$ cat config.mk
export PLATFORM = sky130hd
export DESIGN_NAME = cadastro_senhas
export DESIGN_NICKNAME = d
export VERILOG_FILES = /design/src/rtl/cadastro_senhas.sv
export SDC_FILE = /design/constraint.sdc
export NUM_CORES = 1
export LEC_CHECK = 0
export ABC_AREA = 1
export ABC_CLOCK_PERIOD_IN_PS = 2310
export BUFFER_PORTS_ARGS = -buffer_cell sky130_fd_sc_hd__clkbuf_2
export CAP_MARGIN = 20
export CORE_ASPECT_RATIO = 1.2
export CORE_MARGIN = 4
export CORE_UTILIZATION = 35
export CTS_CLUSTER_DIAMETER = 200
export DETAILED_ROUTE_END_ITERATION = 7
export HOLD_SLACK_MARGIN = 0.1
export PLACE_DENSITY = 0.65
export SYNTH_ARGS = -nofsm -noshare
export SYNTH_HDL_FRONTEND = slang
export SYNTH_SLANG_ARGS = --single-unit
$ cat constraint.sdc
create_clock -name clk -period 2.31 [get_ports clk]
set_clock_uncertainty 0.2 [all_clocks]
set_input_delay 0.1155 -clock clk [delete_from_list [all_inputs] [get_ports clk]]
set_output_delay 0.1155 -clock clk [all_outputs]
set_load 0.05 [all_outputs]
$ cat src/rtl/cadastro_senhas.sv
// cadastro_senhas: password registration controller, writer side of the password table.
// Scans the stored entries for a duplicate, then appends the new password to the next free slot.
// Optional build macro CLEAR_ALL_EN: adds input limpar and a CLEAR state that zeroes the whole table.
module cadastro_senhas #(
    parameter int DATA_W = 8,
    parameter int DEPTH  = 8,
    parameter int ADDR_W = 3
) (
    input  logic              clk,
    input  logic              rst,
    input  logic              enter,
`ifdef CLEAR_ALL_EN
    input  logic              limpar,
`endif
    input  logic [DATA_W-1:0] senha_nova,
    input  logic [DATA_W-1:0] mem_rdata,
    output logic [ADDR_W-1:0] mem_addr,
    output logic [DATA_W-1:0] mem_wdata,
    output logic              mem_we,
    output logic              busy,
    output logic              ok,
    output logic              erro,
    output logic [1:0]        codigo_erro,
    output logic [ADDR_W:0]   count
);
    localparam logic [2:0] S_IDLE  = 3'd0;
    localparam logic [2:0] S_CHECK = 3'd1;
    localparam logic [2:0] S_SCAN  = 3'd2;
    localparam logic [2:0] S_WRITE = 3'd3;
    localparam logic [2:0] S_DONE  = 3'd4;
    localparam logic [2:0] S_ERR   = 3'd5;
`ifdef CLEAR_ALL_EN
    localparam logic [2:0] S_CLEAR = 3'd6;
    localparam logic [ADDR_W:0] LAST = (ADDR_W+1)'(DEPTH - 1);
`endif
    localparam logic [ADDR_W:0] FULL = (ADDR_W+1)'(DEPTH);
    localparam logic [1:0] E_ZERO = 2'b01;
    localparam logic [1:0] E_FULL = 2'b10;
    localparam logic [1:0] E_DUP  = 2'b11;

    logic [2:0]        state_q, state_d;
    logic              enter_q;
    logic [DATA_W-1:0] senha_q, senha_d;
    logic [ADDR_W:0]   count_q, count_d;
    logic [ADDR_W:0]   idx_q, idx_d;
    logic [1:0]        code_q, code_d;
    logic              trig;

    assign trig = enter & ~enter_q;

`ifdef CLEAR_ALL_EN
    logic limpar_q;
    logic clr_trig;

    assign clr_trig = limpar & ~limpar_q;

    // Edge register for the clear request, sampled every cycle like enter.
    always_ff @(posedge clk or posedge rst) begin
        if (rst) limpar_q <= 1'b0;
        else     limpar_q <= limpar;
    end
`endif

    // State, latched password, fill level and scan/clear index.
    always_ff @(posedge clk or posedge rst) begin
        if (rst) begin
            state_q <= S_IDLE;
            enter_q <= 1'b0;
            senha_q <= '0;
            count_q <= '0;
            idx_q   <= '0;
            code_q  <= '0;
        end else begin
            state_q <= state_d;
            enter_q <= enter;
            senha_q <= senha_d;
            count_q <= count_d;
            idx_q   <= idx_d;
            code_q  <= code_d;
        end
    end

    // Next-state logic; during SCAN the compare at index i checks the entry addressed at i-1.
    always_comb begin
        state_d = state_q;
        senha_d = senha_q;
        count_d = count_q;
        idx_d   = idx_q;
        code_d  = code_q;
        case (state_q)
            S_IDLE: begin
                idx_d = '0;
                if (trig) begin
                    senha_d = senha_nova;
                    state_d = S_CHECK;
                end
`ifdef CLEAR_ALL_EN
                if (clr_trig) begin
                    senha_d = senha_q;
                    state_d = S_CLEAR;
                end
`endif
            end
            S_CHECK: begin
                idx_d = '0;
                if (senha_q == '0) begin
                    code_d  = E_ZERO;
                    state_d = S_ERR;
                end else if (count_q == FULL) begin
                    code_d  = E_FULL;
                    state_d = S_ERR;
                end else begin
                    state_d = (count_q == '0) ? S_WRITE : S_SCAN;
                end
            end
            S_SCAN: begin
                if (idx_q != '0 && mem_rdata == senha_q) begin
                    code_d  = E_DUP;
                    state_d = S_ERR;
                end else if (idx_q == count_q) begin
                    state_d = S_WRITE;
                end else begin
                    idx_d = idx_q + 1'b1;
                end
            end
            S_WRITE: begin
                count_d = (count_q == FULL) ? count_q : count_q + 1'b1;
                state_d = S_DONE;
            end
            S_DONE:  state_d = S_IDLE;
            S_ERR:   state_d = S_IDLE;
`ifdef CLEAR_ALL_EN
            S_CLEAR: begin
                idx_d   = idx_q + 1'b1;
                if (idx_q == LAST) begin
                    count_d = '0;
                    state_d = S_DONE;
                end
            end
`endif
            default: state_d = S_IDLE;
        endcase
    end

`ifdef CLEAR_ALL_EN
    logic clearing;
    assign clearing = (state_q == S_CLEAR);
`else
    logic clearing;
    assign clearing = 1'b0;
`endif

    assign busy        = (state_q != S_IDLE);
    assign ok          = (state_q == S_DONE);
    assign erro        = (state_q == S_ERR);
    assign codigo_erro = erro ? code_q : 2'b00;
    assign mem_we      = (state_q == S_WRITE) | clearing;
    assign mem_wdata   = (state_q == S_WRITE) ? senha_q : '0;
    assign mem_addr    = (state_q == S_WRITE) ? count_q[ADDR_W-1:0] :
                         (state_q == S_SCAN || clearing) ? idx_q[ADDR_W-1:0] : '0;
    assign count       = count_q;
endmodule
; Yosys cells after proc, flatten, opt, wreduce, memory -nomap -nowiden
; Cells that the tools add are included.
[word_totals]
reg_bits = 22
latchBits = 0
mem_bits_rw = 0
rom_bits = 0
elab_cells = 57
memories = 0
[classes]
addsub = 2
n_mul = 0
div = 0
order_cmp = 0
eq_ne = 14
shift = 0
n_mux = 18
bitwise_logic = 3
reduce_logical = 14
[ops]
columns = op, count
row1 = 2-to-1 mux 3 bit, 7
row2 = one-hot mux 3 bit (4 select lines), 1
row3 = "adder 4 x 1 -> 4 bit, second input constant", 2
row4 = == test 8 bit, 1
row5 = zero test 8 bit, 1
row6 = 2-to-1 mux 2 bit, 4
row7 = 2-to-1 mux 4 bit, 2
row8 = 2-to-1 mux 8 bit, 1
row9 = "!= test 2 bit, second input constant", 4
row10 = one-hot mux 4 bit (2 select lines), 1
row11 = "== test 3 x 2 -> 1 bit, second input constant", 2
row12 = "== test 3 bit, second input constant", 2
row13 = "!= test 3 bit, second input constant", 2
row14 = AND reduction 2 bit, 3
row15 = AND reduction 3 bit, 2
row16 = == test 4 bit, 1
row17 = "== test 4 bit, second input constant", 1
row18 = zero test 4 bit, 1
row19 = one-hot mux 2 bit (2 select lines), 1
row20 = nonzero test 2 bit, 2
row21 = nonzero test 4 bit, 1
row22 = "== test 3 x 1 -> 1 bit, second input constant", 1
row23 = zero test 3 bit, 1
row24 = nonzero test 3 bit, 1
row25 = 5 further kinds, 6

; Longest topological paths before layout
; Gate-level depths: netlist of the first run.
[logic_depth]
depth_word = 5
ltp_mapped = 10

; Worst setup path after synthesis of the first run
; No wires, ideal clock.
[synth_timing]
kind = flip-flop to output port
startpoint = reg state_q[2]
endpoint = out codigo_erro[0]
t_arrival_ps = 2475
required_ps = 1994
setup_slack_ps = -481
path_stages_with_launch = 5
path_buffers = 0
cell_sequence = dfrtp_1 -> inv_1 -> nor3_1 -> inv_1 -> nor2_1
[synth_via]
elab_chain_len = 2
[synth_rtl]
columns = item, line_no
row1 = "start, declared", 41  ; logic [2:0] state_q, state_d;
row2 = "start signal, assigned", 74  ; state_q <= state_d;
row3 = == test 3 bit, 155  ; assign erro = (state_q == S_ERR);
row4 = via erro, 22  ; output logic erro,
row5 = 2-to-1 mux 2 bit, 156  ; assign codigo_erro = erro ? code_q : 2'b00;
row6 = "end, declared", 23  ; output logic [1:0] codigo_erro,
; The timed path passes the listed nets, and every way through them passes these cells.

; Final worst setup path of the first run
[layout_timing]
startpoint = reg state_q[0]
endpoint = out mem_addr[0]
[layout_via]
elab_chain_len = 3
elab_cells_between_ends = 4
cone_classes = eq/ne: 2 / mux: 2
[layout_rtl]
columns = item, line_no
row1 = == test 3 x 2 -> 1 bit, 160  ; (state_q == S_SCAN || clearing) ? idx_q[ADDR_W-1:0] : '0;
row2 = 2-to-1 mux 3 bit, 160
row3 = 2-to-1 mux 3 bit *, 159  ; assign mem_addr = (state_q == S_WRITE) ? count_q[ADDR_W-1:0] :
row4 = "end, declared", 17  ; output logic [ADDR_W-1:0] mem_addr,
; Mark *: on every way between the ends. The rest lies on a longest branch, timed or not.

==> summary.txt, run 1 <==
Placement
  – RD Place Congestion: 0.817
  – I/O Buffers: 39
  – Detail Placement HPWL: around 2400 um
  – Placed Cells: 277

Logic synthesis
  – Synth Warn #: 0
  – Xor/xnor share of the synthesized area: 7.55%
  – Mux cell area share after synthesis: 0%
  – Register bit total from synthesis: 22
  – Mapped Nets: between 200 and 250
  – Syn Std Cell Area: approximately 0.0014 mm2
  – Simple-Gate Fraction of Synth Area: a little under a third
  – Synth Area in Compound Gates: 7.55%
  – Main combinational cell family by area after synthesis: simple AND/OR/NAND/NOR gates
  – Netlist cell types: 22
  – Post-synthesis sequential area ratio: between 30% and 40%
  – Cells after Synth: roughly 190
  – Avg Inst Size Synth: 7.41 um2
  – Adder-Cell Fraction of Synth Area: around 3.6%

Timing
  – RSZ-0062 raised after global routing: no
  – Min Tclk post-route: about 2100 ps
  – FMAX: approximately 0.48 GHz
  – Least-Margin Pin Slew: around 850 ps
  – Slew margin rel.: between 40% and 50%
  – Final setup vio count: 0
  – Final hold vios: 0
  – Max-slew violation count: 0
  – Fin crit share: 90.4%

Floorplanning
  – Die ar.: 0.00506 mm2
  – FP Rows: 24
  – Core area: approximately 0.0037 mm2
  – Die Wd: 65.6 um
  – Die height: 77.1 um
  – Top Ports: 40
  – Initial Utilization: 37.4%

CTS
  – Max Root-Sink Buffers: 2
  – Clk_lat worst skew: 260 ps
  – Cts repair resizes: 0
  – Root Driver: clkbuf_8
  – Clock slew at reported path FFs: 70 ps
  – Post-CTS setup buffer count: 0
  – CTS H-tree lvls: 1
  – CTS tree: done
  – Sink Count: 22
  – TritonCTS buffer count: 3
  – Cts hold-fix bufs: 10

Power and ir drop
  – Max VDD drop: around 0.00045 V
  – Pleak: around 0.97 nW
  – Final Power: ~0.0023 W
  – Pwr dens: ~1300 mW/mm2

Route
  – Drt pass-1 iters: 4
  – DRT iter0 DRCs: 35
  – Vias after detailed routing: 1341
  – Final wirelength: around 3200 um
  – Via/cell ratio: ~4.6
  – Post-route ant nets: 0
  – DRC viols: 0
  – WL/cell: roughly 11 um

Cells and area
  – # nets final: about 260
  – Most common cell after layout, fill and taps aside: clkbuf_2
  – N_diodes: 0
  – Layout cells sized above 1: approximately a quarter
  – Post-Layout Cell Count: a little under 300
  – Area growth, synth to finish: 28.7%
  – Filler cells: ~380
  – Most frequent cells in the layout: 39 x clkbuf_2, 35 x nand2_1, 28 x inv_1, 27 x nor2_1, 22 x dfrtp_1

GRT
  – First-pass GRT wire length: between 5000 and 6000 um
  – GRT Overall Usage: between 10 and 15%
  – GR Overflow Total: 0
  – Pin count of the biggest net entering global routing: 23
  – Vias in the first global route: approximately 1300
  – Initial antenna violation count: 0

Worst setup path
  – CP Capture Type: primary output
  – Critical path required time: between 1500 and 2000 ps
  – CP arrival: 1770 ps
  – CP Launch Type: register
  – Critical path class: reg2out
  – Max FO, Critical Path: 12

Status
  – Status: finished, final reports clean

Run
  – Max-cap viol count: 0

Hold path
  – Class of the worst hold path: in2reg
-- where the power goes --
part           total [W]  switching (W)  internal [W]  leakage, nW
sequential      0.000683       0.000147      0.000536        0.262
clock           0.000235       0.000119      0.000116       0.0216
combinational    0.00142        0.00101      0.000410        0.690
-- synthesized netlist by cell type (all sizes together) --
| master | count | area (um2) |
|---|---|---|
| a21oi | 13 | 65.1 |
| buf | 3 | 15.0 |
| bufinv | 1 | 17.5 |
| dfrtp | 22 | 551 |
| ha | 4 | 50.1 |
| inv | 31 | 116 |
| nand2 | 37 | 144 |
| nand3 | 18 | 95.1 |
| nand4 | 6 | 37.5 |
| nor2 | 30 | 120 |
| nor3 | 5 | 36.3 |
| o21ai | 3 | 15.0 |
| o22ai | 3 | 25.0 |
| xnor2 | 6 | 52.6 |
| xor2 | 6 | 52.6 |
-- critical path: stages (launching register included) --
cell and delay, ps:
dfrtp_1 350, bufinv_8 200, nor3_4 210, inv_1 250, o22ai_1 190, clkbuf_2 300
-- state kept, by name, summed over array words and instances (netlist names) --
name     flops
senha_q      8
count        4
idx_q        4
state_q      3
code_q       2
enter_q      1
-- layer usage --
layer / vias to the layer above / track usage (%) / share of wire, %
met2: 43 / 22.5 / 48
met4: 0 / 5.60 / 1.6
met3: 4 / 2.19 / 4.7
met5: - / 0 / 0
met1: 601 / 17.2 / 45
li1: 693 / - / -
-- logic make-up after synthesis --
| kind of cell | count (synthesis) |
|---|---|
| and+or+nand+nor | 96 |
| AOI/OAI and AO/OA | 19 |
| adders and majority gates | 4 |
| xor gates and xnor gates | 12 |
| buffers and inverters | 35 |
| DFF | 22 |
-- layout make-up --
| class | count | area (um2) | share of cell area, % |
|---|---|---|---|
| multi-input cells | 131 | 698 | 39.0 |
| flip-flops and latches | 22 | 551 | 30.7 |
| repair buffers | 50 | 303 | 16.9 |
| inverters | 32 | 134 | 7.47 |
| well taps | 52 | 65.1 | 3.63 |
| clock buffers | 3 | 41.3 | 2.30 |
-- worst paths after layout --
check,from,endpoint,slack [ps],cells after the start
max,state_q[0],mem_addr[0],220,5
min,mem_rdata[2],state_q[1],190,7
max reg2reg,idx_q[0],code_q[1],550,10
min reg2reg,code_q[0],code_q[0],280,2
max in group asynchronous,rst,state_q[2],1020,3
min in group asynchronous,rst,senha_q[7],360,3
-- through the flow --
stage	TNS, ps	area, um2	hold WS [ps]	worst slack, ps	utilization [%]
final	0	1790	186	222	48.1
after global routing	0	1790	245	74.3	48.1
after CTS	0	1790	190	188	48.1
after detailed placement	0	1650	41.8	477	44.3
after global placement	0	1650	40.8	527	44.3
after floorplan	-200	1400	-95.3	-25.0	-
No activity file was read; power rests on OpenSTA's default activity.
==> run 2, diff against run 1 <==
==> constraint.sdc (replaced) <==
create_clock -name clk -period 2.31 [get_ports clk]
set_clock_uncertainty 0.2 [all_clocks]
set_input_delay 0.462 -clock clk [delete_from_list [all_inputs] [get_ports clk]]
set_output_delay 0.462 -clock clk [all_outputs]
set_load 0.05 [all_outputs]
==> run 2 against run 1 <==
Net effect:
- clock power is 3% higher
- critical path type unchanged
- register-to-register slack got worse by 70 ps
- sequential power grew 2%
- die area is the same
- design area grew 5.3%
==> summary.txt, run 2 (synthesis results as in run 1) <==
Floorplanning
  – Die Wd: 65.6 um (unchanged)
  – Die ar.: 0.00506 mm2 (unchanged)
  – Top Ports: 40 (unchanged)
  – Die height: 77.1 um (unchanged)
  – Core area: 0.00372 mm2 (unchanged)
  – FP Rows: 24 (unchanged)
  – Initial Utilization: 37.4% (unchanged)

GRT
  – Pin count of the biggest net entering global routing: 23 (unchanged)
  – First-pass GRT wire length: 5540 um (+0.49%)
  – GRT Overall Usage: 13.9% (+0.37 points)
  – Vias in the first global route: 1266 (-1.9%)
  – GR Overflow Total: 0 (unchanged)
  – Initial antenna violation count: 0 (unchanged)

Cells and area
  – Most common cell after layout, fill and taps aside: nand2_1
  – Largest register FFs: 8 (unchanged)
  – Largest register by flop count: senha_q
  – N_diodes: 0 (unchanged)
  – Post-Layout Cell Count: 286 (-1.4%)
  – Layout cells sized above 1: 31.2% (+7.7 points)
  – # nets final: 259 (-1.5%)
  – Most frequent cells in the layout: 35 x nand2_1, 29 x clkbuf_2, 27 x inv_1, 21 x dfrtp_1
  – Core Util, Final: 50.7% (+2.6 points)
  – Area growth, synth to finish: 35.5%

Power and ir drop
  – Max VDD drop: 0.000618 V (+38%)
  – Pleak: 0.980 nW (+0.55%)
  – Pwr dens: 1370 mW/mm2 (+4.7%)

Placement
  – Detail Placement HPWL: 2650 um (+8.3%)
  – I/O Buffers: 39 (unchanged)
  – RD Place Congestion: 0.839 (+2.8%)
  – Placed Cells: 280 (+1.1%)

Route
  – Top layer in use: met4
  – Vias after detailed routing: 1343 (+0.15%)
  – Via/cell ratio: 4.70 (+1.5%)
  – Met3 WL post-DR: 240 um (+60%)
  – DRC viols: 0 (unchanged)
  – M1 wire length: 1490 um (+2.5%)
  – DRT iter0 DRCs: 33 (-5.7%)
  – Met2 WL post-DR: 1670 um (+8.2%)
  – Post-route ant nets: 0 (unchanged)
  – Final wirelength: 3440 um (+7.6%)
  – WL/cell: 12.0 um (+9.1%)
  – Drt pass-1 iters: 4 (unchanged)

Timing
  – Slew margin rel.: 80.9% (+38 points)
  – Fin crit share: 97.5% (+7.1 points)
  – Final hold vios: 0 (unchanged)
  – FMAX: 0.444 GHz (-7.3%)
  – Min Tclk post-route: 2250 ps (+164 ps)
  – RSZ-0062 raised after global routing: no
  – Final setup vio count: 0 (unchanged)
  – Least-Margin Pin Slew: 286 ps (-568 ps)
  – Max-slew violation count: 0 (unchanged)

CTS
  – CTS tree: done
  – Clk_lat worst skew: 260 ps (about the same)
  – Root Driver: clkbuf_8
  – Max Root-Sink Buffers: 2 (unchanged)
  – CTS H-tree lvls: 1 (unchanged)
  – Sink Count: 22 (unchanged)
  – TritonCTS buffer count: 3 (unchanged)
  – Clock slew at reported path FFs: 80 ps (about the same)

Status
  – Status: finished, final reports clean

Worst setup path
  – Worst path slowest cell: dfrtp_1
  – CP arrival: 1590 ps (-180 ps)
  – Critical path class: reg2out
  – Critical path required time: 1650 ps (-340 ps)
  – Number of buffers and inverters on the critical path: 3 (unchanged)
  – Cell Chain, Critical Path: inv_8 > nor3_4 > inv_4 > o22ai_1 > clkbuf_4
  – Critical path's top delay family: flip-flops
  – CP Launch Type: register
  – Largest stage delay, worst path: 440 ps (+90 ps)
  – CP Capture Type: primary output
  – Max FO, Critical Path: 8 (-4)

Hold path
  – Class of the worst hold path: in2reg

Run
  – Max-cap viol count: 0 (unchanged)
run 2: per-stage QoR:
stage	hold WS [ps]	area [um2]	setup TNS, ps	total power, W	setup slack [ps]
3_5_place_dp	272	1760	0	0.00225	226
3_3_place_gp	262	1760	0	0.00223	291
2_1_floorplan	242	1480	-854	0.00191	-251
4_1_cts	119	1830	0	0.00252	9.67
6_report	118	1890	0	0.00258	58.2
5_1_grt	117	1890	0	0.00276	9.50
run 2: path summary, 6_finish.rpt:
kind	cells after the start	end	start	slack (ps)
max	5	mem_addr[0]	state_q[0]	60
min	1	enter_q	enter	120
max reg2reg	7	idx_q[1]	state_q[2]	480
min reg2reg	2	code_q[0]	code_q[0]	280
max in group asynchronous	4	state_q[1]	rst	1110
min in group asynchronous	4	senha_q[0]	rst	550
run 2: where the power goes:
| part | leakage, nW | internal, W | switching [W] | total (W) |
|---|---|---|---|---|
| combinational | 0.697 | 0.000518 | 0.00112 | 0.00163 |
| sequential | 0.261 | 0.000538 | 0.000162 | 0.000700 |
| clock | 0.0216 | 0.000117 | 0.000125 | 0.000242 |
run 2: final cells by class:
type | count | area [um2]
fill | 387 | 1840
clock buffer | 3 | 41.3
sequential | 22 | 552
timing repair buffer | 46 | 328
inverter | 32 | 130
tap | 52 | 65.1
multi-input combinational | 131 | 771
run 2: metal layers:
| metal | vias up | track usage [%] |
|---|---|---|
| met2 | 40 | 23.0 |
| met5 | - | 0 |
| met4 | 0 | 5.60 |
| met3 | 4 | 3.22 |
| li1 | 687 | - |
| met1 | 612 | 17.2 |
run 2: what timing repair did:
item | in CTS | in global routing
endpoints found under the setup margin | 8 | 10
hold buffers | 1 | 0
pin swaps | 0 | 1
hold endpoints to repair | 22 | 0
cloned | 0 | 1
setup buffers | 0 | 1
resized for setup | 9 | 20
==> run 3, diff against run 2 <==
--- a/config.mk
+++ b/config.mk
@@ -12,3 +12,2 @@
 export CORE_ASPECT_RATIO = 1.2
-export CORE_MARGIN = 4
 export CORE_UTILIZATION = 35
--- a/constraint.sdc
+++ b/constraint.sdc
@@ -4,2 +4,2 @@
 set_output_delay 0.462 -clock clk [all_outputs]
-set_load 0.05 [all_outputs]
+set_load 0.005 [all_outputs]
==> run 3 against run 2 <==
Net effect:
- worst hold slack lost 4.3 ps
- cell count grew 0.35%
- global-route usage grew 2.4 points
- non-clock buffer count is the same
- clock-buffer cell count grew 1
- largest power group unchanged
- wire length shrank 11%
- sequential power shrank 2%
- sequential cell count is the same
==> summary.txt, run 3 (synthesis results as in run 1) <==
Power and ir drop
  – Pwr dens: 1140 mW/mm2 (-16%)
  – Max VDD drop: 0.000498 V (-19%)
  – Pleak: 0.964 nW (-1.6%)
  – Final Power: 0.00200 W (-22%)

Worst setup path
  – CP arrival: 1570 ps (-20 ps)
  – Worst path slowest cell: dfrtp_1
  – Reg2reg end: idx_q[2]
  – Critical path's top delay family: buffers and inverters
  – Worst r2r path cells: 7 (unchanged)
  – Critical path required time: 1650 ps (about the same)
  – Critical path launch point: state_q[0]
  – Flop-to-flop setup slack: 480 ps (about the same)
  – Max FO, Critical Path: 8 (unchanged)
  – Largest stage delay, worst path: 350 ps (-90 ps)
  – Cell Chain, Critical Path: bufinv_8 > nor3_4 > clkinvlp_4 > buf_4 > o22ai_1 > clkbuf_2
  – CP Capture Type: primary output
  – Critical path class: reg2out
  – Number of buffers and inverters on the critical path: 4 (+1)
  – Critical Path Sink: mem_addr[2]
  – RR Startpoint: state_q[0]
  – CP Launch Type: register
  – WP depth: 6 (+1)

Timing
  – Min Tclk post-route: 2230 ps (-19.2 ps)
  – Final setup vio count: 0 (unchanged)
  – RSZ-0062 raised after global routing: no
  – Setup TNS: 0 ps (unchanged)
  – Max-slew violation count: 0 (unchanged)
  – Final hold vios: 0 (unchanged)
  – Fin crit share: 96.7% (-0.83 points)
  – FMAX: 0.448 GHz (+0.86%)
  – Slew margin rel.: 81.3% (+0.45 points)
  – Least-Margin Pin Slew: 280 ps (-5.84 ps)

GRT
  – Vias in the first global route: 1221 (-3.6%)
  – Pin count of the biggest net entering global routing: 23 (unchanged)
  – First-pass GRT wire length: 5210 um (-6.0%)
  – GR Overflow Total: 0 (unchanged)
  – GRT Overall Usage: 16.3% (+2.4 points)
  – Initial antenna violation count: 0 (unchanged)

Cells and area
  – Largest register by flop count: senha_q
  – Layout cells sized above 1: 26.8% (-4.4 points)
  – Area growth, synth to finish: 25.9%
  – Design area: 0.00175 mm2 (-7.1%)
  – N_diodes: 0 (unchanged)
  – Most frequent cells in the layout: 39 x clkbuf_2, 35 x nand2_1, 27 x inv_1, 27 x nor2_1, 21 x dfrtp_1
  – Multi-input logic area: 693 um2 (-10%)
  – Core Util, Final: 47.1% (-3.6 points)
  – Filler cells: 422 (+9.0%)
  – Post-Layout Cell Count: 287 (+0.35%)
  – Most common cell after layout, fill and taps aside: clkbuf_2
  – Largest register FFs: 8 (unchanged)
  – Reg area: 552 um2 (unchanged)
  – # nets final: 259 (unchanged)

Placement
  – Detail Placement HPWL: 2320 um (-12%)
  – RD Place Congestion: 0.800 (-4.7%)
  – I/O Buffers: 39 (unchanged)
  – Placed Instance Area: 0.00166 mm2 (-5.6%)
  – Placed Cells: 279 (-0.36%)

CTS
  – CTS tree: done
  – Clock slew at reported path FFs: 80 ps (about the same)
  – Sink Count: 22 (unchanged)
  – Max Root-Sink Buffers: 2 (unchanged)
  – Clk_lat worst skew: 270 ps (about the same)
  – TritonCTS buffer count: 3 (unchanged)
  – CTS H-tree lvls: 1 (unchanged)
  – Root Driver: clkbuf_8

Route
  – Drt pass-1 iters: 4 (unchanged)
  – Vias after detailed routing: 1303 (-3.0%)
  – WL/cell: 10.7 um (-11%)
  – Final wirelength: 3060 um (-11%)
  – Post-route ant nets: 0 (unchanged)
  – DRC viols: 0 (unchanged)
  – DRT iter0 DRCs: 36 (+9.1%)
  – Via/cell ratio: 4.54 (-3.3%)

Floorplanning
  – FP Rows: 24 (unchanged)
  – Core area: 0.00372 mm2 (unchanged)
  – Die Wd: 59.6 um (-9.1%)
  – Top Ports: 40 (unchanged)
  – Die ar.: 0.00424 mm2 (-16%)
  – Initial Utilization: 37.4% (unchanged)
  – Die height: 71.1 um (-7.8%)

Hold path
  – Class of the worst hold path: in2reg

Run
  – Max-cap viol count: 0 (unchanged)

Status
  – Status: finished, final reports clean
==> run 3: cell count changes in the layout (fill, tap and decap cells not counted), sizes merged <==
| cell | delta |
|---|---|
| buf | -7 |
| bufinv | +1 |
| clkbuf | +8 |
| clkinvlp | +1 |
| inv | -2 |
==> run 3: final cells by class <==
cell class	instances	share of cell area (%)
Tap cell	52	3.71
Timing Repair Buffer	46	14.3
Inverter	32	7.85
Multi-Input combinational cell	131	39.5
Sequential cell	22	31.5
Clock buffer	4	3.14
==> run 3: worst reg2reg max path: stages (launching register included) <==
cell and delay, ps:
dfrtp_1 380, bufinv_8 210, nand3_1 190, buf_4 230, inv_1 140, nand3_1 200
nand4_1 130, nand2_1 50
==> run 3: repair_timing <==
item	4_1_cts	5_1_grt
resized for setup	0	2
hold buffers	1	0
endpoints found under the hold margin	22	0
setup buffers	0	3
endpoints found under the setup margin	0	11
==> run 3: worst min-delay path by stage <==
stage,startpoint,to,slack [ps],cells past startpoint
floorplan,code_q[0],code_q[0],240,2
global placement,code_q[0],code_q[0],260,2
detailed placement,code_q[1],code_q[1],260,2
CTS,enter,enter_q,110,1
global route,enter,enter_q,110,1
finish,enter,enter_q,110,1
==> run 3: through the flow <==
step	setup slack (ps)	hold WS [ps]
after floorplan	553	242
after global routing	19.3	107
after CTS	8.02	109
final	77.4	114
after detailed placement	310	263
after global placement	343	258
==> run 3: report_power, final <==
part / total, W / internal (W) / switching, W
sequential: 0.000687 / 0.000538 / 0.000149
combinational: 0.00103 / 0.000429 / 0.000602
clock: 0.000280 / 0.000152 / 0.000128
total: 0.00200 / 0.00112 / 0.000879
==> run 3: routing by layer <==
layer / global-route usage, % / vias to the layer above / part of all wire [%]
met2: 27.1 / 38 / 47
met1: 20.8 / 575 / 46
met5: 0 / - / 0
met3: 2.93 / 5 / 4.8
li1: - / 685 / -
met4: 6.20 / 0 / 1.5
